--- config.mk ---
export PLATFORM = sky130hd
export DESIGN_NAME = regbank_wr_arbiter
export DESIGN_NICKNAME = d
export VERILOG_FILES = /design/src/rtl/regbank_wr_arbiter.sv
export SDC_FILE = /design/constraint.sdc
export NUM_CORES = 1
export LEC_CHECK = 0
export ABC_CLOCK_PERIOD_IN_PS = 2670
export BUFFER_PORTS_ARGS = -buffer_cell sky130_fd_sc_hd__buf_2
export CAP_MARGIN = 0
export CORE_UTILIZATION = 45
export CTS_CLUSTER_DIAMETER = 60
export CTS_CLUSTER_SIZE = 10
export DETAILED_ROUTE_END_ITERATION = 10
export GPL_ROUTABILITY_DRIVEN = 0
export HOLD_SLACK_MARGIN = 0.1
export PLACE_DENSITY_LB_ADDON = 0.3
export SETUP_SLACK_MARGIN = 0.3
export SYNTH_ARGS = -nofsm -noshare
export SYNTH_HDL_FRONTEND = slang
export SYNTH_SLANG_ARGS = --single-unit
--- constraint.sdc ---
create_clock -name clk -period 2.67 [get_ports clk]
set_input_delay 0.1335 -clock clk [delete_from_list [all_inputs] [get_ports clk]]
set_output_delay 0.1335 -clock clk [all_outputs]
set_load 0.03 [all_outputs]
--- src/rtl/regbank_wr_arbiter.sv ---
// Write-port arbiter for reg_bank: single-cycle WB path vs. buffered LU return path.
// Also produces the ID-stage RAW stall for accepted-but-uncommitted writes.
module regbank_wr_arbiter #(
    parameter int WORD_WIDTH = 32,
    parameter int FIFO_DEPTH = 2,
    parameter int MAX_WAIT   = 4
) (
    input  logic                          clk,
    input  logic                          rst,
    input  logic                          wb_valid_i,
    output logic                          wb_ready_o,
    input  logic [4:0]                    wb_addr_i,
    input  logic [WORD_WIDTH-1:0]         wb_data_i,
    input  logic                          lu_valid_i,
    output logic                          lu_ready_o,
    input  logic [4:0]                    lu_addr_i,
    input  logic [WORD_WIDTH-1:0]         lu_data_i,
    output logic                          rf_wen_o,
    output logic [4:0]                    rf_waddr_o,
    output logic [WORD_WIDTH-1:0]         rf_wdata_o,
    input  logic [4:0]                    hz_raddr1_i,
    input  logic [4:0]                    hz_raddr2_i,
    output logic                          hz_stall_o,
    output logic [$clog2(FIFO_DEPTH):0]   lu_count_o
);

    localparam int PW = $clog2(FIFO_DEPTH);
    localparam int CW = PW + 1;
    localparam int WW = $clog2(MAX_WAIT + 1);

    typedef enum logic [1:0] {
        GNT_NONE,
        GNT_WB,
        GNT_LU
    } gnt_e;

    logic [4:0]            fifo_addr [FIFO_DEPTH];
    logic [WORD_WIDTH-1:0] fifo_data [FIFO_DEPTH];
    logic [FIFO_DEPTH-1:0] fifo_vld;
    logic [PW-1:0]         rd_ptr;
    logic [PW-1:0]         wr_ptr;
    logic [CW-1:0]         count;
    logic [WW-1:0]         wait_cnt;
    logic                  lu_force;

    logic                  lu_empty;
    logic                  lu_full;
    logic                  lu_forced;
    logic                  enq;
    logic                  deq;
    gnt_e                  gnt;
    logic [4:0]            win_addr;
    logic [WORD_WIDTH-1:0] win_data;
    logic                  hit1;
    logic                  hit2;

    assign lu_empty   = (count == '0);
    assign lu_full    = (count == CW'(FIFO_DEPTH));
    assign lu_forced  = lu_force && !lu_empty;
    assign wb_ready_o = !lu_forced;
    assign lu_ready_o = !lu_full;
    assign enq        = lu_valid_i && !lu_full;
    assign deq        = (gnt == GNT_LU);
    assign lu_count_o = count;

    always_comb begin
        gnt = GNT_NONE;
        if (lu_forced)
            gnt = GNT_LU;
        else if (wb_valid_i)
            gnt = GNT_WB;
        else if (!lu_empty)
            gnt = GNT_LU;
    end

    always_comb begin
        win_addr = '0;
        win_data = '0;
        unique case (gnt)
            GNT_WB: begin
                win_addr = wb_addr_i;
                win_data = wb_data_i;
            end
            GNT_LU: begin
                win_addr = fifo_addr[rd_ptr];
                win_data = fifo_data[rd_ptr];
            end
            default: ;
        endcase
    end

    // Payload storage needs no reset; validity is tracked per slot.
    always_ff @(posedge clk) begin
        if (enq) begin
            fifo_addr[wr_ptr] <= lu_addr_i;
            fifo_data[wr_ptr] <= lu_data_i;
        end
    end

    always_ff @(posedge clk or posedge rst) begin
        if (rst) begin
            fifo_vld <= '0;
            rd_ptr   <= '0;
            wr_ptr   <= '0;
            count    <= '0;
        end else begin
            if (deq) begin
                fifo_vld[rd_ptr] <= 1'b0;
                rd_ptr           <= rd_ptr + PW'(1);
            end
            if (enq) begin
                fifo_vld[wr_ptr] <= 1'b1;
                wr_ptr           <= wr_ptr + PW'(1);
            end
            unique case ({enq, deq})
                2'b10:   count <= count + CW'(1);
                2'b01:   count <= count - CW'(1);
                default: count <= count;
            endcase
        end
    end

    // Force is raised on the edge where the denied-cycle count reaches MAX_WAIT.
    always_ff @(posedge clk or posedge rst) begin
        if (rst) begin
            wait_cnt <= '0;
            lu_force <= 1'b0;
        end else begin
            if (lu_empty || deq)
                wait_cnt <= '0;
            else if (wait_cnt != WW'(MAX_WAIT))
                wait_cnt <= wait_cnt + WW'(1);
            if (deq)
                lu_force <= 1'b0;
            else if (!lu_empty && wait_cnt == WW'(MAX_WAIT - 1))
                lu_force <= 1'b1;
        end
    end

    always_ff @(posedge clk or posedge rst) begin
        if (rst) begin
            rf_wen_o   <= 1'b0;
            rf_waddr_o <= '0;
            rf_wdata_o <= '0;
        end else if (gnt != GNT_NONE) begin
            rf_wen_o   <= (win_addr != 5'd0);
            rf_waddr_o <= win_addr;
            rf_wdata_o <= win_data;
        end else begin
            rf_wen_o   <= 1'b0;
        end
    end

    always_comb begin
        hit1 = rf_wen_o && (rf_waddr_o == hz_raddr1_i);
        hit2 = rf_wen_o && (rf_waddr_o == hz_raddr2_i);
        for (int i = 0; i < FIFO_DEPTH; i++) begin
            if (fifo_vld[i] && fifo_addr[i] == hz_raddr1_i)
                hit1 = 1'b1;
            if (fifo_vld[i] && fifo_addr[i] == hz_raddr2_i)
                hit2 = 1'b1;
        end
    end

    assign hz_stall_o = (hit1 && hz_raddr1_i != 5'd0)
                     || (hit2 && hz_raddr2_i != 5'd0);

endmodule

======== Word level (Yosys, flattened, before mapping) ========
Memory sizes are Yosys's and may differ from the RTL's.
Index checks and enable logic that the tools add are counted.
word-level totals
  register bits ........................... 48
  latch bits .............................. 0
  bits in writable memories ............... 74
  bits in read-only memories .............. 0
  input port bits ......................... 88
  output and inout port bits .............. 43
  word-level logic and storage cells ...... 85
  memories kept ........................... 2
memory list
  name       depth  width  read ports  clocked after Yosys merged registers in  write ports  line  source
  fifo_data  2      32     1           0                                        1            38    logic [WORD_WIDTH-1:0] fifo_data [FIFO_DEPTH];
  fifo_addr  2      5      3           0                                        1            37    logic [4:0] fifo_addr [FIFO_DEPTH];
cells by class
  add/sub/neg operators ................... 5
  $mul .................................... 0
  divide/modulo/power cells ............... 0
  magnitude comparators ................... 4
  equality and inequality tests ........... 13
  shift operators ......................... 0
  muxes and demuxes ....................... 23
  bitwise logic cells ..................... 3
  reductions and logical operators ........ 26
operators with widths
  cell                 count
  $pmux 32 s2          1
  $eq 5x5->1           6
  $reduce_bool 5->1    3
  $logic_and 1x1->1    13
  $mux 1               11
  $mux 2               5
  $pmux 5 s2           1
  $reduce_bool 2->1    4
  $eq 2x2->1 const B   3
  $mux 3               2
  $eq 2x1->1 const B   2
  $lt 1x2->1 const B   2
  $pmux 2 s2           1
  $add 3x1->3 const B  1
  $eq 3x2->1 const B   1
  $logic_not 1->1      3
  $ne 3x3->1 const B   1
  $add 1x1->1 const B  2
  $add 2x1->2 const B  1
  $and 2x2->2          1
  $demux 1 s1          2
  $ge 1x1->1 const B   2
  $logic_not 2->1      1
  $logic_or 1x1->1     2
  other kinds (3)      3

======== Longest topological paths before layout ========
  depth after elaboration ................. 9
  gate-level depth with buffers ........... 11
  depth with buffers taken out ............ 9

======== Least setup slack after synthesis ========
OpenSTA, ideal clock, no wires.
  path type ............................... reg2reg
  from .................................... register count[0] (netlist: lu_count_o[0])
  to ...................................... memory fifo_addr[0][0], enable pin
  setup time .............................. 431 ps
  arrival time ............................ 2784 ps
  data required time ...................... 2239 ps
  setup slack ............................. -545 ps
  stages on the path, launching flop included .. 4
  buffers on the path ..................... 0
  period minus slack after synthesis ...... 3215 ps
  cell sequence ........................... dfrtp_1 -> nand2b_1 -> nand2_1 -> nor2_1
between the ends
  word-level cells in the longest chain between the ends .. 5
RTL lines
  element                       line  source
  from (decl)                   42    logic [CW-1:0] count;
  from (signal assigned)        116   2'b10: count <= count + CW'(1);
  from (signal assigned)        117   2'b01: count <= count - CW'(1);
  from (signal assigned)        118   default: count <= count;
  $eq 2x2->1                    58    assign lu_full = (count == CW'(FIFO_DEPTH));
  $logic_not 1->1               -
  net lu_ready_o                15    output logic lu_ready_o,
  $logic_and 1x1->1             62    assign enq = lu_valid_i && !lu_full;
  $mux 1                        94    if (enq) begin
  $mux 1 (implied by the code)  95    fifo_addr[wr_ptr] <= lu_addr_i;
  to (decl)                     37
The timed path passes the listed nets, and every way through them passes these cells.

======== Final worst setup path ========
  from .................................... register count[0] (netlist: lu_count_o[0])
  to ...................................... register rf_wen_o
between the ends
  word-level cells in the longest chain between the ends .. 8
  elaborated cells on any way between the ends .. 12
  classes of those cells .................. 2 x eq/ne; 5 x mux; 5 x reduce/logical
RTL lines
  element                                             line    source
  $logic_not 2->1 (*)                                 57      assign lu_empty = (count == '0);
  $mux 2 / $logic_not 1->1 (equally long branches)    72, 59
  $mux 2 / $logic_and 1x1->1 (equally long branches)  70, 59
  $mux 2 (*)                                          68      if (lu_forced)
  $eq 2x2->1 / $eq 2x1->1 (equally long branches)     79      unique case (gnt)
  $pmux 5 s2                                          79
  $reduce_bool 5->1                                   146     rf_wen_o <= (win_addr != 5'd0);
  $mux 1 (*)                                          145     end else if (gnt != GNT_NONE) begin
  to (signal assigned)                                146
  to (decl)                                           18      output logic rf_wen_o,
Every way passes the cells marked *; elsewhere a longest branch is shown, timed or not.
A chain may end at the register's enable or synchronous reset.

==> results.md <==
STA:
- For the finished layout, the period the worst path requires is 2170 ps.
- The number of failing hold endpoints at the final stage is 0.
- The post-route clock period utilization is 81.4%.
- The worst clock skew on the final layout is 15.0 ps.
- In this run the tightest slew margin relative to its limit is 54.3%.
- Static timing analysis puts the maximum clock frequency at 460 MHz.
- Setup repair after global routing left no endpoint under its margin.
- The final max-slew violation count is 0.
- The slew of the pin with the lowest slew margin is 685 ps.
- The final setup violation count is 0.
- Adding up every negative setup slack in the final design gives 0 ps.

Global routing:
- The maximum number of pins on one net before global-route repair is 34.
- The first global-routing pass estimated 21500 um of wire.
- The number of antenna violations at the first check in global routing is 0.
- Summed over all layers, the global routing overflow is 0.
- The number of global-route vias before repair is 4297.
- The global-route usage over all layers is 23.0%.

Pwr:
- In this run the static leakage power is 0.00328 uW.
- Per report_power, the sequential group accounts for 35.6% of the total.
- The clock network fraction of total power is 27.6%.
- The ratio of total power to cell area is 1150 nW/um2.
- Summed over all nets, the switching power comes to 3160 uW.
- Net switching is 36.6% of the power.
- The total chip power is 8650 uW.
- The internal power is 5480 uW.
- The largest vdd supply drop is 0.557 mV.
- Combinational logic burns 36.8% of the power.

Routing:
- The pre-antenna-repair detailed-routing pass consisted of 6 iterations.
- The total wirelength of the detailed-routed design is 13200 um.
- The met3 layer wire length in the routed design is 738 um.
- Routed signal wires occupy layers up through met4.
- In the routed layout, each cell is associated on average with a via count of 5.17.
- After detailed routing, the wire length on met1 is 5260 um.
- The wire length per cell is 17.3 um.
- The wire length on met2 is 6910 um.
- The number of nets still failing antenna checks after routing is 0.
- The routed layout has 3948 vias.
- The number of DRC violations after detailed-routing iteration 0 is 249.
- For this run, design rule violations remaining after detail routing come to 0.

Critical path:
- Of all nets on the critical path, the largest fanout is 12.
- The kind of capture point of the worst setup path is a register.
- For the worst setup path, the data required time is 2970 ps.
- The type of the setup path with the least slack is register to register.
- The data arrival time of the critical path is 2470 ps.
- The worst setup path is launched from a register.

Yosys:
- Sorting the synthesized cells by area gives the leading types as edfxtp_1 42%, dfrtp_1 23%, mux2i_1 7.0%.
- Counting flops and latches in the post-synthesis netlist gives 122.
- The number of instances in the synthesized netlist is 397.
- The most instantiated flip-flop cell in the synthesis netlist is edfxtp_1.
- After synthesis, the largest family of logic cells by area is compound AO/OA/AOI/OAI gates.
- Summing the areas of all compound-gate instances in the mapped netlist gives 12.4% of the synthesized area.
- In the synthesized netlist the async set-or-reset flop fraction comes to 39.3%.
- The mux contribution to synthesized area is 7.19%.
- The synthesized-area fraction occupied by xor and xnor cells is 5.78%.
- The Yosys step of the flow raised 0 warnings.
- The part of the Yosys area used for sequential elements is 64.5%.
- After Yosys synthesis, and, or, nand and nor cells account for 6.11% of the synthesized area.
- The commonest cells after synthesis are 74 x edfxtp_1, 48 x dfrtp_1, 47 x nand2_1, 38 x a22o_1, 37 x mux2i_1.
- The number of enable flip-flop cells after synthesis is 74.
- The mapped netlist covers 5310 um2.
- Of all cell types, the one taking the most synthesized area is edfxtp_1.
- The cell with the most instances after synthesis is edfxtp_1.
- The fraction of synthesized cell area taken by the top area cell type is 41.9%.
- The number of nets handed over by synthesis was 490.
- Averaged over all synthesized cells, the footprint is 13.4 um2.
- After Yosys synthesis, full adders, half adders and majority gates account for 1.18% of the synthesized area.
- In this run, distinct cell masters in the synthesized netlist total 41.

Clocking:
- The CTS tree is yes.
- The insertion delay of the later-clocked pin in the worst-skew pair is 410 ps.
- The clock drives 122 sinks.
- The count of buffers added by post-CTS timing repair for setup is 0.
- The clock-pin slew reported for the worst setup and hold paths after clock tree synthesis is 50 ps.
- The level count of the clock H-tree is 4.
- The buffer levels on the longest clock path is 2.
- The root buffer selected by CTS is clkbuf_16.
- The clock buffer count from CTS is 17.

Final layout:
- The finished cells cover 7530 um2.
- From synthesis to final layout, the design area changed by 41.9%.
- The count of fill cells added during filler insertion is 811.
- The count of non-filler cells in the finished layout is 764.
- The area of combinational cells with multiple inputs is 1760 um2.
- The share of the core filled with cells in the final layout is 65.7%.
- For this run, the post-layout net count is 701.
- The fraction of layout instances using a drive strength above 1 is 30.1%.
- In the final layout, flip-flops and latches occupy 3430 um2.
- The repair_antennas step left the layout with diodes totalling 0.

Placed design:
- The wire-length estimate of the detail-placed layout is 8220 um.
- Once placement completed, the tool counted placed cells totaling 659.
- The placement-stage cell area is 6160 um2.
- The count of input and output buffers is 130.

Die:
- The I/O pin count is 131.
- The area of the die is 12200 um2.
- The initial core utilization is 46.3%.
- The core region is 11500 um2.
- The height of the die is 111 um.
- The placement row count is 39.
- The horizontal extent of the die is 111 um.

Worst hold path:
- The path class of the tightest hold or removal check is input pin to register.

Run status:
- The run finished with clean final reports.

Run:
- Across the run, the number of max-cap violations was 0.
flip-flops by register name, summed over array words and instances, names as in the netlist:
signal	count
fifo_data	64
rf_wdata_o	32
fifo_addr	10
rf_waddr_o	5
wait_cnt	3
fifo_vld	2
lu_count_o	2
lu_force	1
rd_ptr	1
rf_wen_o	1
wr_ptr	1
through the flow:
step | worst slack (ps) | hold slack [ps]
4_1_cts | 411 | 130
3_5_place_dp | 439 | 289
3_3_place_gp | 558 | 288
5_1_grt | 372 | 174
2_1_floorplan | 331 | 232
6_report | 496 | 133
cell families (layout without fill, tap and decap cells):
logic type / after synthesis / count (layout)
compound gates: 91 / 91
fa+ha+maj: 5 / 5
mux: 38 / 38
buf+inv: 32 / 256
xor+xnor: 35 / 35
flops: 122 / 122
simple gates: 74 / 74
final timing paths:
check,start,end,slack (ps),cells after the start
max,lu_count_o[0],rf_wen_o,500,9
min,wb_addr_i[0],rf_waddr_o[0],130,4
max reg2reg,lu_count_o[0],rf_wen_o,500,9
min reg2reg,fifo_vld[1],fifo_vld[1],490,1
max in group asynchronous,rst,rf_wdata_o[19],1530,4
min in group asynchronous,rst,rf_wdata_o[6],430,3
placed cells by master, fill, tap and decap left out, types with 6 or more instances in the layout:
cell type,n
inv_1,7
buf_2,130
clkbuf_16,17
nand2_1,46
a22o_1,38
o21ai_0,31
dfrtp_1,45
xnor2_1,30
dlygate4sd3_1,73
nand4_1,6
buf_4,10
edfxtp_1,74
mux2i_1,37
per-layer routing:
| metal | track usage [%] | up-vias |
|---|---|---|
| li1 | - | 1888 |
| met1 | 26.2 | 1899 |
| met2 | 40.5 | 139 |
| met5 | 0 | - |
| met4 | 9.60 | 0 |
| met3 | 6.42 | 22 |
cell type report:
type                    count  area share (%)
clock buffers              20            6.07
clock inverters            12            2.28
inverters                   9           0.449
multi-input cells         243            23.4
flip-flops and latches    122            45.5
well taps                 143            2.38
repair buffers            215            19.9
repair_timing:
action	in CTS	in global routing
hold buffers	73	0
hold endpoints to repair	140	0
setup endpoints to repair	0	20
resized for setup	0	1
worst max-delay path: stages, from the launching register on:
cell and delay, ps:
dfrtp_2 460, nor2_4 100, inv_1 130, nand2_4 60, and2_1 160, ha_1 270
nand2_1 90, o31ai_1 90, or4_1 530, o21a_1 180
power groups by stage:
| stage | clock [uW] | combinational [uW] | sequential (uW) |
|---|---|---|---|
| global placement | 0 | 3040 | 3060 |
| CTS | 2420 | 3190 | 3060 |
| finish | 2390 | 3180 | 3070 |
| global route | 2500 | 3430 | 3140 |
| detailed placement | 0 | 3100 | 3080 |
| floorplan | 0 | 1670 | 3550 |
Note: power is estimated with default switching activity, not from simulation.
